==> config.mk <==
export PLATFORM = sky130hd
export DESIGN_NAME = pipe_flush_ctrl_flat
export DESIGN_NICKNAME = d
export VERILOG_FILES = /design/src/rtl/pipe_flush_ctrl_pkg.sv /design/src/rtl/pipe_flush_ctrl_if.sv /design/src/rtl/pipe_flush_ctrl_sat_counter.sv /design/src/rtl/pipe_flush_ctrl.sv /design/src/flat_wrapper.sv
export SDC_FILE = /design/constraint.sdc
export NUM_CORES = 1
export LEC_CHECK = 0
export CAP_MARGIN = 20
export CORE_ASPECT_RATIO = 0.7
export CORE_MARGIN = 3
export CORE_UTILIZATION = 46
export CTS_CLUSTER_DIAMETER = 40
export DETAILED_ROUTE_END_ITERATION = 16
export PLACE_DENSITY = 0.85
export SYNTH_ARGS = -nofsm -noshare
export SYNTH_HDL_FRONTEND = slang
export SYNTH_SLANG_ARGS = --single-unit
==> constraint.sdc <==
create_clock -name clk -period 3.6 [get_ports clk]
set_input_delay 0.72 -clock clk [delete_from_list [all_inputs] [get_ports clk]]
set_output_delay 0.72 -clock clk [all_outputs]
set_load 0.01 [all_outputs]
==> src/rtl/pipe_flush_ctrl_pkg.sv <==
// Shared definitions for the pipeline flush controller.
//   state_e            controller state (RUN / REDIR / HALT)
//   EX_VECTOR_DEFAULT  exception entry PC
//   NSTAGE_DEFAULT     number of flushed stages
//   STG_*              bit index of each stage inside the flush vector
package pipe_ctrl_pkg;

  typedef enum logic [1:0] {
    RUN   = 2'd0,
    REDIR = 2'd1,
    HALT  = 2'd2
  } state_e;

  localparam logic [31:0] EX_VECTOR_DEFAULT = 32'hBFC0_0380;
  localparam int          NSTAGE_DEFAULT    = 4;

  localparam int STG_IF  = 0;
  localparam int STG_ID  = 1;
  localparam int STG_EXE = 2;
  localparam int STG_MEM = 3;

endpackage

==> src/rtl/pipe_flush_ctrl_if.sv <==
// Bundle between the WB stage / fetch and the flush controller.
//   master : the controller (consumes WB events and fetch accept,
//            drives flush, redirect, stall, halt and debug counter)
//   slave  : the surrounding pipeline
interface pipe_flush_ctrl_if
  import pipe_ctrl_pkg::*;
#(
  parameter int NSTAGE = NSTAGE_DEFAULT,
  parameter int CNT_W  = 16
);
  logic              ex;
  logic              eret;
  logic              hlt;
  logic [31:0]       epc_in;
  logic              if_allowin;
  logic [NSTAGE-1:0] flush;
  logic              redirect_valid;
  logic [31:0]       redirect_pc;
  logic              stall_if;
  logic              halted;
  logic [CNT_W-1:0]  flush_cnt;

  modport master (
    input  ex, eret, hlt, epc_in, if_allowin,
    output flush, redirect_valid, redirect_pc, stall_if, halted, flush_cnt
  );

  modport slave (
    output ex, eret, hlt, epc_in, if_allowin,
    input  flush, redirect_valid, redirect_pc, stall_if, halted, flush_cnt
  );
endinterface

==> src/rtl/pipe_flush_ctrl_sat_counter.sv <==
// Saturating up-counter.
//   clk, rst : clock and synchronous active-high reset
//   en       : increment request (ignored once the counter is full)
//   clr      : synchronous clear
//   q        : current count
module sat_counter #(
  parameter int W = 16
) (
  input  logic         clk,
  input  logic         rst,
  input  logic         en,
  input  logic         clr,
  output logic [W-1:0] q
);
  logic [W-1:0] count_reg;

  always_ff @(posedge clk) begin
    if (rst || clr) begin
      count_reg <= '0;
    end else if (en && (count_reg != {W{1'b1}})) begin
      count_reg <= count_reg + 1'b1;
    end
  end

  assign q = count_reg;
endmodule

==> src/rtl/pipe_flush_ctrl.sv <==
// Pipeline recovery sequencer beside the WB stage.
// Turns exception / ERET / halt reports into a one-cycle flush of all
// stages plus a PC redirect that is held until fetch accepts it. A halt
// is permanent until reset. Accepted ex/eret events are counted.
//   clk, rst : clock and synchronous active-high reset
//   bus      : pipe_flush_ctrl_if master side (WB events, fetch accept,
//              flush / redirect / stall / halted / flush_cnt outputs)
module pipe_flush_ctrl
  import pipe_ctrl_pkg::*;
#(
  parameter logic [31:0] EX_VECTOR = EX_VECTOR_DEFAULT,
  parameter int          NSTAGE    = NSTAGE_DEFAULT,
  parameter int          CNT_W     = 16
) (
  input  logic             clk,
  input  logic             rst,
  pipe_flush_ctrl_if.master bus
);
  state_e            state_reg, state_next;
  logic [31:0]       pc_reg, pc_next;
  logic [NSTAGE-1:0] flush_reg, flush_next;
  logic              cnt_en;

  always_ff @(posedge clk) begin
    if (rst) begin
      state_reg <= RUN;
      pc_reg    <= '0;
      flush_reg <= '0;
    end else begin
      state_reg <= state_next;
      pc_reg    <= pc_next;
      flush_reg <= flush_next;
    end
  end

  always_comb begin
    state_next = state_reg;
    pc_next    = pc_reg;
    flush_next = '0;
    cnt_en     = 1'b0;
    if (bus.hlt) begin
      // Halt wins over everything; only the entry cycle flushes.
      state_next = HALT;
      if (state_reg != HALT) flush_next = '1;
    end else begin
      case (state_reg)
        RUN: begin
          if (bus.ex) begin
            state_next = REDIR;
            pc_next    = EX_VECTOR;
            flush_next = '1;
            cnt_en     = 1'b1;
          end else if (bus.eret) begin
            state_next = REDIR;
            pc_next    = bus.epc_in;
            flush_next = '1;
            cnt_en     = 1'b1;
          end
        end
        REDIR: begin
          // A fresh exception retargets and restarts the handshake, so an
          // accept in the same cycle refers to the stale target and is dropped.
          if (bus.ex) begin
            pc_next    = EX_VECTOR;
            flush_next = '1;
            cnt_en     = 1'b1;
          end else if (bus.if_allowin) begin
            state_next = RUN;
          end
        end
        HALT: begin
          state_next = HALT;
        end
        default: begin
          state_next = RUN;
        end
      endcase
    end
  end

  sat_counter #(.W(CNT_W)) u_flush_cnt (
    .clk (clk),
    .rst (rst),
    .en  (cnt_en),
    .clr (1'b0),
    .q   (bus.flush_cnt)
  );

  // Redirect, stall and halt follow directly from the registered state.
  assign bus.flush          = flush_reg;
  assign bus.redirect_valid = (state_reg == REDIR);
  assign bus.redirect_pc    = pc_reg;
  assign bus.stall_if       = (state_reg != RUN);
  assign bus.halted         = (state_reg == HALT);
endmodule

==> src/flat_wrapper.sv <==
// flat-port wrapper written by rule: the top's interface ports become plain ports
module pipe_flush_ctrl_flat import pipe_ctrl_pkg::*;
#(
  parameter logic [31:0] EX_VECTOR = EX_VECTOR_DEFAULT,
  parameter int          NSTAGE    = NSTAGE_DEFAULT,
  parameter int          CNT_W     = 16
)
  (clk, rst, bus_ex, bus_eret, bus_hlt, bus_epc_in, bus_if_allowin, bus_flush, bus_redirect_valid, bus_redirect_pc, bus_stall_if, bus_halted, bus_flush_cnt);
  pipe_flush_ctrl_if #(.NSTAGE(NSTAGE), .CNT_W(CNT_W)) bus_i ();
  input  logic clk;
  input  logic rst;
  input wire logic [$bits(bus_i.ex)-1:0] bus_ex;
  input wire logic [$bits(bus_i.eret)-1:0] bus_eret;
  input wire logic [$bits(bus_i.hlt)-1:0] bus_hlt;
  input wire logic [$bits(bus_i.epc_in)-1:0] bus_epc_in;
  input wire logic [$bits(bus_i.if_allowin)-1:0] bus_if_allowin;
  output wire logic [$bits(bus_i.flush)-1:0] bus_flush;
  output wire logic [$bits(bus_i.redirect_valid)-1:0] bus_redirect_valid;
  output wire logic [$bits(bus_i.redirect_pc)-1:0] bus_redirect_pc;
  output wire logic [$bits(bus_i.stall_if)-1:0] bus_stall_if;
  output wire logic [$bits(bus_i.halted)-1:0] bus_halted;
  output wire logic [$bits(bus_i.flush_cnt)-1:0] bus_flush_cnt;
  assign bus_i.ex = bus_ex;
  assign bus_i.eret = bus_eret;
  assign bus_i.hlt = bus_hlt;
  assign bus_i.epc_in = bus_epc_in;
  assign bus_i.if_allowin = bus_if_allowin;
  assign bus_flush = bus_i.flush;
  assign bus_redirect_valid = bus_i.redirect_valid;
  assign bus_redirect_pc = bus_i.redirect_pc;
  assign bus_stall_if = bus_i.stall_if;
  assign bus_halted = bus_i.halted;
  assign bus_flush_cnt = bus_i.flush_cnt;
  pipe_flush_ctrl #(.EX_VECTOR(EX_VECTOR), .NSTAGE(NSTAGE), .CNT_W(CNT_W)) u_core (.clk(clk), .rst(rst), .bus(bus_i));
endmodule
==> results.yml, run 1 <==
synth:
  yosysWarnings: 0
  syn_inst: 272
  syn_area_per_cell_sq_um: 8.19
  synth_fp_nets: 311
  yosysUniqueCellTypes: 36
  seq_area_frac_synth_pct: 45.8
  syn_area_sq_um: 2230
  ys_seq_elements: 51
power:
  ir_drop_uv: 215
  p_leak_nw: 1.08
  p_sw_share_pct: 25.4
  p_seq_share_pct: 54.4
  p_comb_share_pct: 17.0
  p_int_mw: 0.823
  switchingPower_mw: 0.281
  pwr-share-clk_pct: 28.6
  power_density_nw_per_um2: 341
setup_path:
  r2r_end: "u_core.u_flush_cnt.q[15]$_SDFFE_PP0P_"
  critPathCaptureType: "flop"
  path_delay_family: "simple AND/OR/NAND/NOR gates"
  reg2reg_from: "u_core.u_flush_cnt.q[0]$_SDFFE_PP0P_"
  ff2ff_setup_slack_ns: 1.61
  crit_chain: "clkdlybuf4s50_1, nor2b_1, o2111ai_2, nor4b_1, mux2_2"
  crit_fanout: 11
  crit_type: "in -> reg"
  arrival_ns: 2.59
  cp-startpoint: "bus_eret"
  critPathSlowestCell: "clkdlybuf4s50_1"
  worst_setup_path_start_kind: "input port"
  r2r_cells: 5
  cp.required_ns: 3.79
  max_stage_delay_ns: 0.47
  path_buf_inv: 1
drt:
  num_vias: 2274
  top_layer_used: "met4"
  firstDrtPassIters: 7
  wl_per_cell_um: 14.3
  antenna_left: 0
  viasPerCell: 5.56
  dr_wl_met2_um: 2540
  wl_um: 5860
  dr.first_iter.drc_count: 144
  met1_length_um: 2750
  met3_length_um: 519
  drc: 0
hold_path:
  hold_path.class: "reg -> reg"
  min_path_cells: 2
  min_from: "u_core.bus.redirect_pc[16]$_SDFFE_PP0P_"
  holdPathEnd: "u_core.bus.redirect_pc[16]$_SDFFE_PP0P_"
floorplan:
  die_y_um: 64.2
  core-area_sq_um: 4500
  die_w_um: 89.2
  die_area_sq_um: 5730
  num_rows: 20
  ioPinCount: 93
  start_util_pct: 49.4
timing:
  hold_viol: 0
  setup_violations: 0
  worstMarginPinSlew_ns: 1.02
  finalCritPeriodShare_pct: 66.5
  fin_ws_ns: 1.21
  setup_tns_ns: 0
  drv_slew: 0
  maxSlewHeadroom_pct: 31.9
  period_minus_slack_ns: 2.39
  max_freq_mhz: 418
  clock_skew_ns: 0.00968
  rsz0062_at_grt: "no"
cts:
  clk_pin_slew_ns: 0.09
  root_buffer: "clkbuf_8"
  cts-buffers-inserted: 5
  cts-htree-levels: 2
  cts_resized: 0
  cts_tree: "yes"
  postCtsHoldBufs: 0
  clockBufferDepth: 2
  clock_latency_ns: 0.30
  clock_sinks: 51
  post-cts-setup-buffer-count: 0
global_routing:
  grt_pass1_wl_um: 9690
  grt_usage_pct: 20.9
  grt_max_degree: 59
  grt_pass1_vias: 2058
  overflow: 0
  antenna_found_initial: 0
layout:
  drive_gt1_share_pct: 7.63
  final_nets: 393
  antennaDiodeCount: 0
  final_core_util_pct: 71.8
  largest_reg_flops: 32
  area_delta_synth_final_pct: 45.2
place:
  place_ws_ns: 0.870
  hpwlAfterDp_um: 4090
  place_congestion: 0.778
  io_buffers: 92
flow_run:
  cap_violations: 0
status:
  status: "finished clean"
-- kinds of logic (layout without fill, tap and decap cells) --
group           Yosys count  count (layout)  share of synthesized area [%]
fa+ha+maj                 1               1                          0.562
mux                       7               7                           3.48
flops                    51              51                           45.8
simple gates            143             143                           32.5
compound gates           45              45                           12.5
buf+inv                  25             107                           5.06
-- worst reg2reg max path, cell delays in order (launching register included) --
cell and delay (ns):
dfxtp_1 0.44, ha_1 0.42, inv_1 0.11, o311ai_1 0.52, nor4b_1 0.11, mux2_2 0.28
-- layout make-up --
| cell class | instances | area, sq um |
|---|---|---|
| clock buffers | 5 | 68.8 |
| clock inverters | 2 | 13.8 |
| fillers | 368 | 1270 |
| inverters | 4 | 15.0 |
| multi-input cells | 196 | 1100 |
| flip-flops and latches | 51 | 1020 |
| well taps | 55 | 68.8 |
| repair buffers | 96 | 946 |
-- cells in the mapped netlist --
library cell / instances / area, sq um
nand2b_1: 5 / 31.3
a2111oi_0: 1 / 8.76
clkbuf_1: 17 / 63.8
buf_4: 3 / 22.5
nor4b_1: 2 / 17.5
and4_4: 1 / 11.3
or2_2: 3 / 18.8
buf_6: 1 / 11.3
o21ai_0: 2 / 10.0
o2111ai_2: 1 / 15.0
nor4_2: 1 / 12.5
o2111a_1: 1 / 11.3
nand2_1: 25 / 93.8
nor3_1: 31 / 155
a41oi_1: 1 / 8.76
a211oi_1: 2 / 15.0
nor2_1: 28 / 105
mux2_2: 6 / 67.6
nor2b_1: 8 / 50.1
nand3_1: 25 / 125
a31oi_1: 3 / 18.8
nand4_2: 1 / 12.5
or4_1: 4 / 30.0
o31ai_1: 3 / 22.5
o311ai_1: 1 / 8.76
a21oi_1: 27 / 135
nor4_1: 2 / 12.5
inv_1: 4 / 15.0
nand4_1: 3 / 18.8
a311oi_1: 2 / 17.5
o211ai_1: 1 / 7.51
or3_1: 2 / 12.5
mux2i_1: 1 / 10.0
and4_1: 2 / 17.5
ha_1: 1 / 12.5
dfxtp_1: 51 / 1020
-- per-layer routing --
| metal | up-vias | global-route usage, % |
|---|---|---|
| li1 | 1134 | - |
| met1 | 1047 | 29.9 |
| met2 | 87 | 30.7 |
| met3 | 6 | 5.03 |
| met4 | 0 | 6.32 |
| met5 | - | 0 |
-- power by group through the flow --
stage / logic (mW) / clock network, mW / registers, mW
4_1_cts: 0.190 / 0.326 / 0.600
3_5_place_dp: 0.189 / 0 / 0.613
2_1_floorplan: 0.0720 / 0 / 0.622
6_report: 0.188 / 0.316 / 0.600
3_3_place_gp: 0.187 / 0 / 0.612
5_1_grt: 0.206 / 0.350 / 0.603
-- metrics by stage --
step / cell area [sq um] / std cells / power, mW / hold WS (ns)
6_report: 3230 / 409 / 1.10 / 0.452
5_1_grt: 3230 / 409 / 1.16 / 0.475
4_1_cts: 3230 / 409 / 1.12 / 0.456
3_5_place_dp: 3150 / 402 / 0.802 / 0.443
3_3_place_gp: 3150 / 402 / 0.799 / 0.437
2_1_floorplan: 2230 / 272 / 0.694 / 0.476
-- placed cells by master (no fill, tap or decap), drive strengths merged --
| master | instances |
|---|---|
| mux2 | 6 |
| a41oi | 1 |
| nand4 | 4 |
| a211oi | 2 |
| or3 | 2 |
| nor4b | 2 |
| nand3 | 25 |
| a2111oi | 1 |
| o31ai | 3 |
| nand2 | 25 |
| nor4 | 3 |
| o21ai | 2 |
| clkinv | 2 |
| o211ai | 1 |
| or4 | 4 |
| a21oi | 27 |
| nor2 | 28 |
| o2111ai | 1 |
| o2111a | 1 |
| mux2i | 1 |
| nor3 | 31 |
| inv | 4 |
| a311oi | 2 |
| buf | 5 |
| a31oi | 3 |
| clkdlybuf4s50 | 91 |
| ha | 1 |
| o311ai | 1 |
| and4 | 3 |
| or2 | 3 |
| nand2b | 5 |
| clkbuf | 5 |
| nor2b | 8 |
| dfxtp | 51 |
-- worst max path at each step --
stage	to	slack [ns]	cells after the start
finish	u_core.u_flush_cnt.q[15]$_SDFFE_PP0P_	1.21	5
global route	u_core.u_flush_cnt.q[15]$_SDFFE_PP0P_	1.06	5
CTS	u_core.u_flush_cnt.q[15]$_SDFFE_PP0P_	1.20	5
detailed placement	u_core.u_flush_cnt.q[15]$_SDFFE_PP0P_	0.87	5
global placement	u_core.u_flush_cnt.q[15]$_SDFFE_PP0P_	0.93	5
floorplan	u_core.u_flush_cnt.q[5]$_SDFFE_PP0P_	1.57	5
Power figures use the tool's default switching activity.
==> run 2, diff against run 1 <==
--- a/config.mk
+++ b/config.mk
@@ -8,10 +8,10 @@
 export CAP_MARGIN = 20
 export CORE_ASPECT_RATIO = 0.7
 export CORE_MARGIN = 3
-export CORE_UTILIZATION = 46
+export CORE_UTILIZATION = 42
 export CTS_CLUSTER_DIAMETER = 40
 export DETAILED_ROUTE_END_ITERATION = 16
-export PLACE_DENSITY = 0.85
+export PLACE_DENSITY = 0.79
 export SYNTH_ARGS = -nofsm -noshare
 export SYNTH_HDL_FRONTEND = slang
 export SYNTH_SLANG_ARGS = --single-unit
==> constraint.sdc (replaced) <==
create_clock -name clk -period 2.4 [get_ports clk]
set_input_delay 0.48 -clock clk [delete_from_list [all_inputs] [get_ports clk]]
set_output_delay 0.48 -clock clk [all_outputs]
set_load 0.01 [all_outputs]
==> run 2 against run 1 <==
Sequential cell count unchanged; global-route usage down 0.81 points; first-iteration DRC count down 14%; highest routed layer unchanged.
==> results.yml, run 2 (same netlist as run 1, synthesis figures left out) <==
drt:
  wl_um: 6140
  antenna_left: 0
  dr.first_iter.drc_count: 124
  drc: 0
  wl_per_cell_um: 14.3
  viasPerCell: 5.26
  num_vias: 2260
  firstDrtPassIters: 4
global_routing:
  overflow: 0
  grt_max_degree: 37
  antenna_found_initial: 0
  grt_pass1_wl_um: 9960
  busiest_layer: "met2"
  met3_usage_pct: 5.19
  met2_usage_pct: 32.0
  grt_usage_pct: 20.1
  grt_util_met1_pct: 26.8
  grt_pass1_vias: 2133
setup_path:
  cp-startpoint: "u_core.state_reg[0]$_SDFFE_PP0P_"
  reg2reg_from: "u_core.u_flush_cnt.q[0]$_SDFFE_PP0P_"
  cp.required_ns: 1.92
  crit_fanout: 6
  worst_setup_path_start_kind: "flop"
  crit_type: "reg -> out"
  arrival_ns: 1.55
  critPathCaptureType: "output port"
layout:
  area_delta_synth_final_pct: 48.8
  antennaDiodeCount: 0
  layout_common_cells: "91 x clkdlybuf4s50_1, 51 x dfxtp_1, 31 x nor3_1, 28 x nor2_1, 26 x a21oi_1"
  final_nets: 399
  design_area_sq_um: 3310
  final_common_cell: "clkdlybuf4s50_1"
  drive_gt1_share_pct: 9.42
  largest_reg_flops: 32
place:
  place_congestion: 0.845
  io_buffers: 92
  placed_area_sq_um: 3230
  hpwlAfterDp_um: 4470
  place_ws_ns: 0.0571
floorplan:
  num_rows: 21
  ioPinCount: 93
  start_util_pct: 45.1
  die_y_um: 66.9
  die_w_um: 93.0
  die_area_sq_um: 6230
  core-area_sq_um: 4940
cts:
  clock_latency_ns: 0.30
  clockBufferDepth: 2
  cts-htree-levels: 2
  clock_sinks: 51
  cts_resized: 0
  root_buffer: "clkbuf_8"
  cts_tree: "yes"
  clk_pin_slew_ns: 0.09
  cts-buffers-inserted: 5
  post-cts-setup-buffer-count: 0
  postCtsHoldBufs: 0
power:
  p_leak_nw: 1.11
  ir_drop_uv: 264
  power_density_nw_per_um2: 508
  power.total_mw: 1.68
timing:
  setup_tns_ns: 0
  clock_skew_ns: 0.00836
  fin_ws_ns: 0.373
  worstMarginPinSlew_ns: 0.493
  hold_viol: 0
  maxSlewHeadroom_pct: 66.6
  finalCritPeriodShare_pct: 84.4
  drv_slew: 0
  rsz0062_at_grt: "no"
  max_freq_mhz: 493
  setup_violations: 0
  period_minus_slack_ns: 2.03
hold_path:
  hold_path.class: "reg -> reg"
  min_from: "u_core.bus.redirect_pc[10]$_SDFFE_PP0P_"
status:
  status: "finished clean"
flow_run:
  cap_violations: 0
## run 2: metrics by stage
stage | util (%) | instances | hold slack [ns]
2_1_floorplan | - | 272 | 0.476
3_5_place_dp | 65.3 | 422 | 0.442
5_1_grt | 67.1 | 430 | 0.469
6_report | 67.1 | 430 | 0.451
3_3_place_gp | 65.3 | 422 | 0.438
4_1_cts | 67.1 | 430 | 0.456
## run 2: worst paths after layout
kind | cells past startpoint | endpoint | slack [ns]
worst max register to register | 5 | u_core.u_flush_cnt.q[13]$_SDFFE_PP0P_ | 0.46
worst max-delay path | 2 | bus_redirect_valid | 0.37
worst min register to register | 2 | u_core.bus.redirect_pc[10]$_SDFFE_PP0P_ | 0.45
worst min-delay path | 2 | u_core.bus.redirect_pc[10]$_SDFFE_PP0P_ | 0.45
## run 2: area by class of cell
| class | instances | area, sq um |
|---|---|---|
| clock buffer | 5 | 68.8 |
| clock inverter | 3 | 18.8 |
| fill | 418 | 1630 |
| inverter | 4 | 15.0 |
| multi-input combinational | 196 | 1100 |
| sequential | 51 | 1020 |
| tap | 69 | 86.3 |
| timing repair buffer | 102 | 1000 |
## run 2: worst max-delay path, cell delays in order (launching register included)
cell and delay (ns):
dfxtp_1 0.42, nor2b_1 0.24, clkdlybuf4s50_1 0.59
## run 2: power breakdown
group,internal [mW],switching [mW],leakage (nW)
logic,0.163,0.131,0.651
registers,0.879,0.0195,0.416
clock network,0.206,0.284,0.0483
## run 2: routing by layer
layer	wire length [um]	part of all wire, %
met1	2830	46
met2	2760	45
met3	498	8.1
met4	60	0.98
met5	0	0
==> run 3, diff against run 2 <==
==> constraint.sdc (replaced) <==
create_clock -name clk -period 2.1 [get_ports clk]
set_input_delay 0.42 -clock clk [delete_from_list [all_inputs] [get_ports clk]]
set_output_delay 0.42 -clock clk [all_outputs]
set_load 0.01 [all_outputs]
==> run 3 against run 2 <==
First-iteration DRC count down 28%; global-route usage up 0.15 points; total power up 17%; clock power up 22%; clock skew up 0.0030 ns; combinational power up 16%; critical path type unchanged; largest cell class unchanged; highest routed layer unchanged.
==> results.yml, run 3 (same netlist as run 1, synthesis figures left out) <==
status:
  status: "finished clean"
place:
  place_congestion: 0.849
  hpwlAfterDp_um: 4510
  place_ws_ns: -0.169
  placed_area_sq_um: 3250
  io_buffers: 92
drt:
  antenna_left: 0
  drc: 0
  wl_um: 6220
  wl_per_cell_um: 14.4
  dr.first_iter.drc_count: 89
  firstDrtPassIters: 4
  viasPerCell: 5.30
  num_vias: 2297
cts:
  clockBufferDepth: 2
  cts-htree-levels: 2
  clock_sinks: 51
  clk_pin_slew_ns: 0.10
  cts-buffers-inserted: 5
  cts_tree: "yes"
  postCtsHoldBufs: 0
  clock_latency_ns: 0.31
  cts_resized: 0
  root_buffer: "clkbuf_8"
  post-cts-setup-buffer-count: 0
timing:
  setup_violations: 0
  hold_ws_ns: 0.452
  period_minus_slack_ns: 1.95
  worstMarginPinSlew_ns: 0.518
  maxSlewHeadroom_pct: 65.5
  finalCritPeriodShare_pct: 92.8
  hold_viol: 0
  clock_skew_ns: 0.0113
  drv_slew: 0
  fin_ws_ns: 0.152
  max_freq_mhz: 513
  rsz0062_at_grt: "no"
power:
  ir_drop_uv: 251
  p_int_mw: 1.47
  p_seq_share_pct: 52.3
  p_leak_nw: 1.13
  power_density_nw_per_um2: 587
  p_comb_share_pct: 17.3
  p_sw_share_pct: 25.4
  power.total_mw: 1.96
  pwr-share-clk_pct: 30.3
  switchingPower_mw: 0.499
global_routing:
  antenna_found_initial: 0
  overflow: 0
  grt_max_degree: 34
  grt_pass1_vias: 2039
  grt_pass1_wl_um: 10100
  grt_usage_pct: 20.2
setup_path:
  r2r_cells: 5
  arrival_ns: 1.53
  crit_type: "reg -> out"
  cp.required_ns: 1.68
  critPathCaptureType: "output port"
  crit_fanout: 6
  ff2ff_setup_slack_ns: 0.18
  worst_setup_path_start_kind: "flop"
  r2r_end: "u_core.u_flush_cnt.q[15]$_SDFFE_PP0P_"
  reg2reg_from: "u_core.u_flush_cnt.q[0]$_SDFFE_PP0P_"
hold_path:
  hold_path.class: "reg -> reg"
  min_from: "u_core.bus.redirect_pc[20]$_SDFFE_PP0P_"
  min_path_cells: 2
  holdPathEnd: "u_core.bus.redirect_pc[20]$_SDFFE_PP0P_"
layout:
  drive_gt1_share_pct: 9.89
  layout_common_cells: "91 x clkdlybuf4s50_1, 51 x dfxtp_1, 31 x nor3_1, 28 x nor2_1, 26 x a21oi_1"
  final_core_util_pct: 67.7
  final_nets: 402
  n_fill_cell: 419
  antennaDiodeCount: 0
  design_area_sq_um: 3340
  final_common_cell: "clkdlybuf4s50_1"
  largest_reg_flops: 32
  area_delta_synth_final_pct: 50.2
floorplan:
  core-area_sq_um: 4940
  die_y_um: 66.9
  die_w_um: 93.0
  die_area_sq_um: 6230
  start_util_pct: 45.1
  ioPinCount: 93
  num_rows: 21
flow_run:
  cap_violations: 0
[run 3: cell types whose count changed in the layout (fill, tap and decap cells not counted)]
cell      delta
buf_4        +3
clkinv_2     -2
clkbuf_1     +1
clkbuf_8     +1
clkinv_4     +1
inv_6        -1
[run 3: how the worst max path moves through the flow]
stage / end / start / slack [ns]
after floorplan: u_core.u_flush_cnt.q[13]$_SDFFE_PP0P_ / u_core.u_flush_cnt.q[0]$_SDFFE_PP0P_ / 0.27
after global placement: u_core.u_flush_cnt.q[15]$_SDFFE_PP0P_ / bus_eret / -0.16
after detailed placement: u_core.u_flush_cnt.q[15]$_SDFFE_PP0P_ / bus_eret / -0.17
after CTS: u_core.u_flush_cnt.q[15]$_SDFFE_PP0P_ / bus_eret / 0.15
after global routing: u_core.u_flush_cnt.q[15]$_SDFFE_PP0P_ / u_core.u_flush_cnt.q[1]$_SDFFE_PP0P_ / 0.03
final: bus_redirect_valid / u_core.state_reg[0]$_SDFFE_PP0P_ / 0.15
[run 3: final cells by class]
| class | count | area (sq um) | share of cell area [%] |
|---|---|---|---|
| clock buffer | 7 | 86.3 | 2.58 |
| multi-input combinational | 196 | 1100 | 32.9 |
| timing repair buffer | 105 | 1030 | 30.7 |
| clock inverter | 1 | 8.76 | 0.262 |
| tap | 69 | 86.3 | 2.58 |
| sequential | 51 | 1020 | 30.5 |
| inverter | 4 | 15.0 | 0.449 |
[run 3: power groups by stage]
stage / Sequential [mW] / Clock [mW] / Combinational, mW
floorplan: 1.07 / 0 / 0.123
global placement: 1.05 / 0 / 0.337
detailed placement: 1.05 / 0 / 0.342
CTS: 1.03 / 0.605 / 0.343
global route: 1.03 / 0.656 / 0.366
finish: 1.03 / 0.596 / 0.340
[run 3: routing by layer]
metal,up-vias,share of wire [%],track usage (%)
met5,-,0,0
met4,0,0.88,4.57
met3,6,7.0,5.42
met2,76,45,30.5
met1,1067,47,28.7
li1,1148,-,-
[run 3: stage by stage]
| stage | std cells | setup TNS (ns) |
|---|---|---|
| 5_1_grt | 433 | 0 |
| 2_1_floorplan | 272 | 0 |
| 6_report | 433 | 0 |
| 3_3_place_gp | 425 | -0.403 |
| 4_1_cts | 433 | 0 |
| 3_5_place_dp | 425 | -0.552 |
[run 3: worst max-delay path, cell delays in order (launching register included)]
cell and delay, ns:
dfxtp_1 0.41, nor2b_1 0.22, clkdlybuf4s50_1 0.59
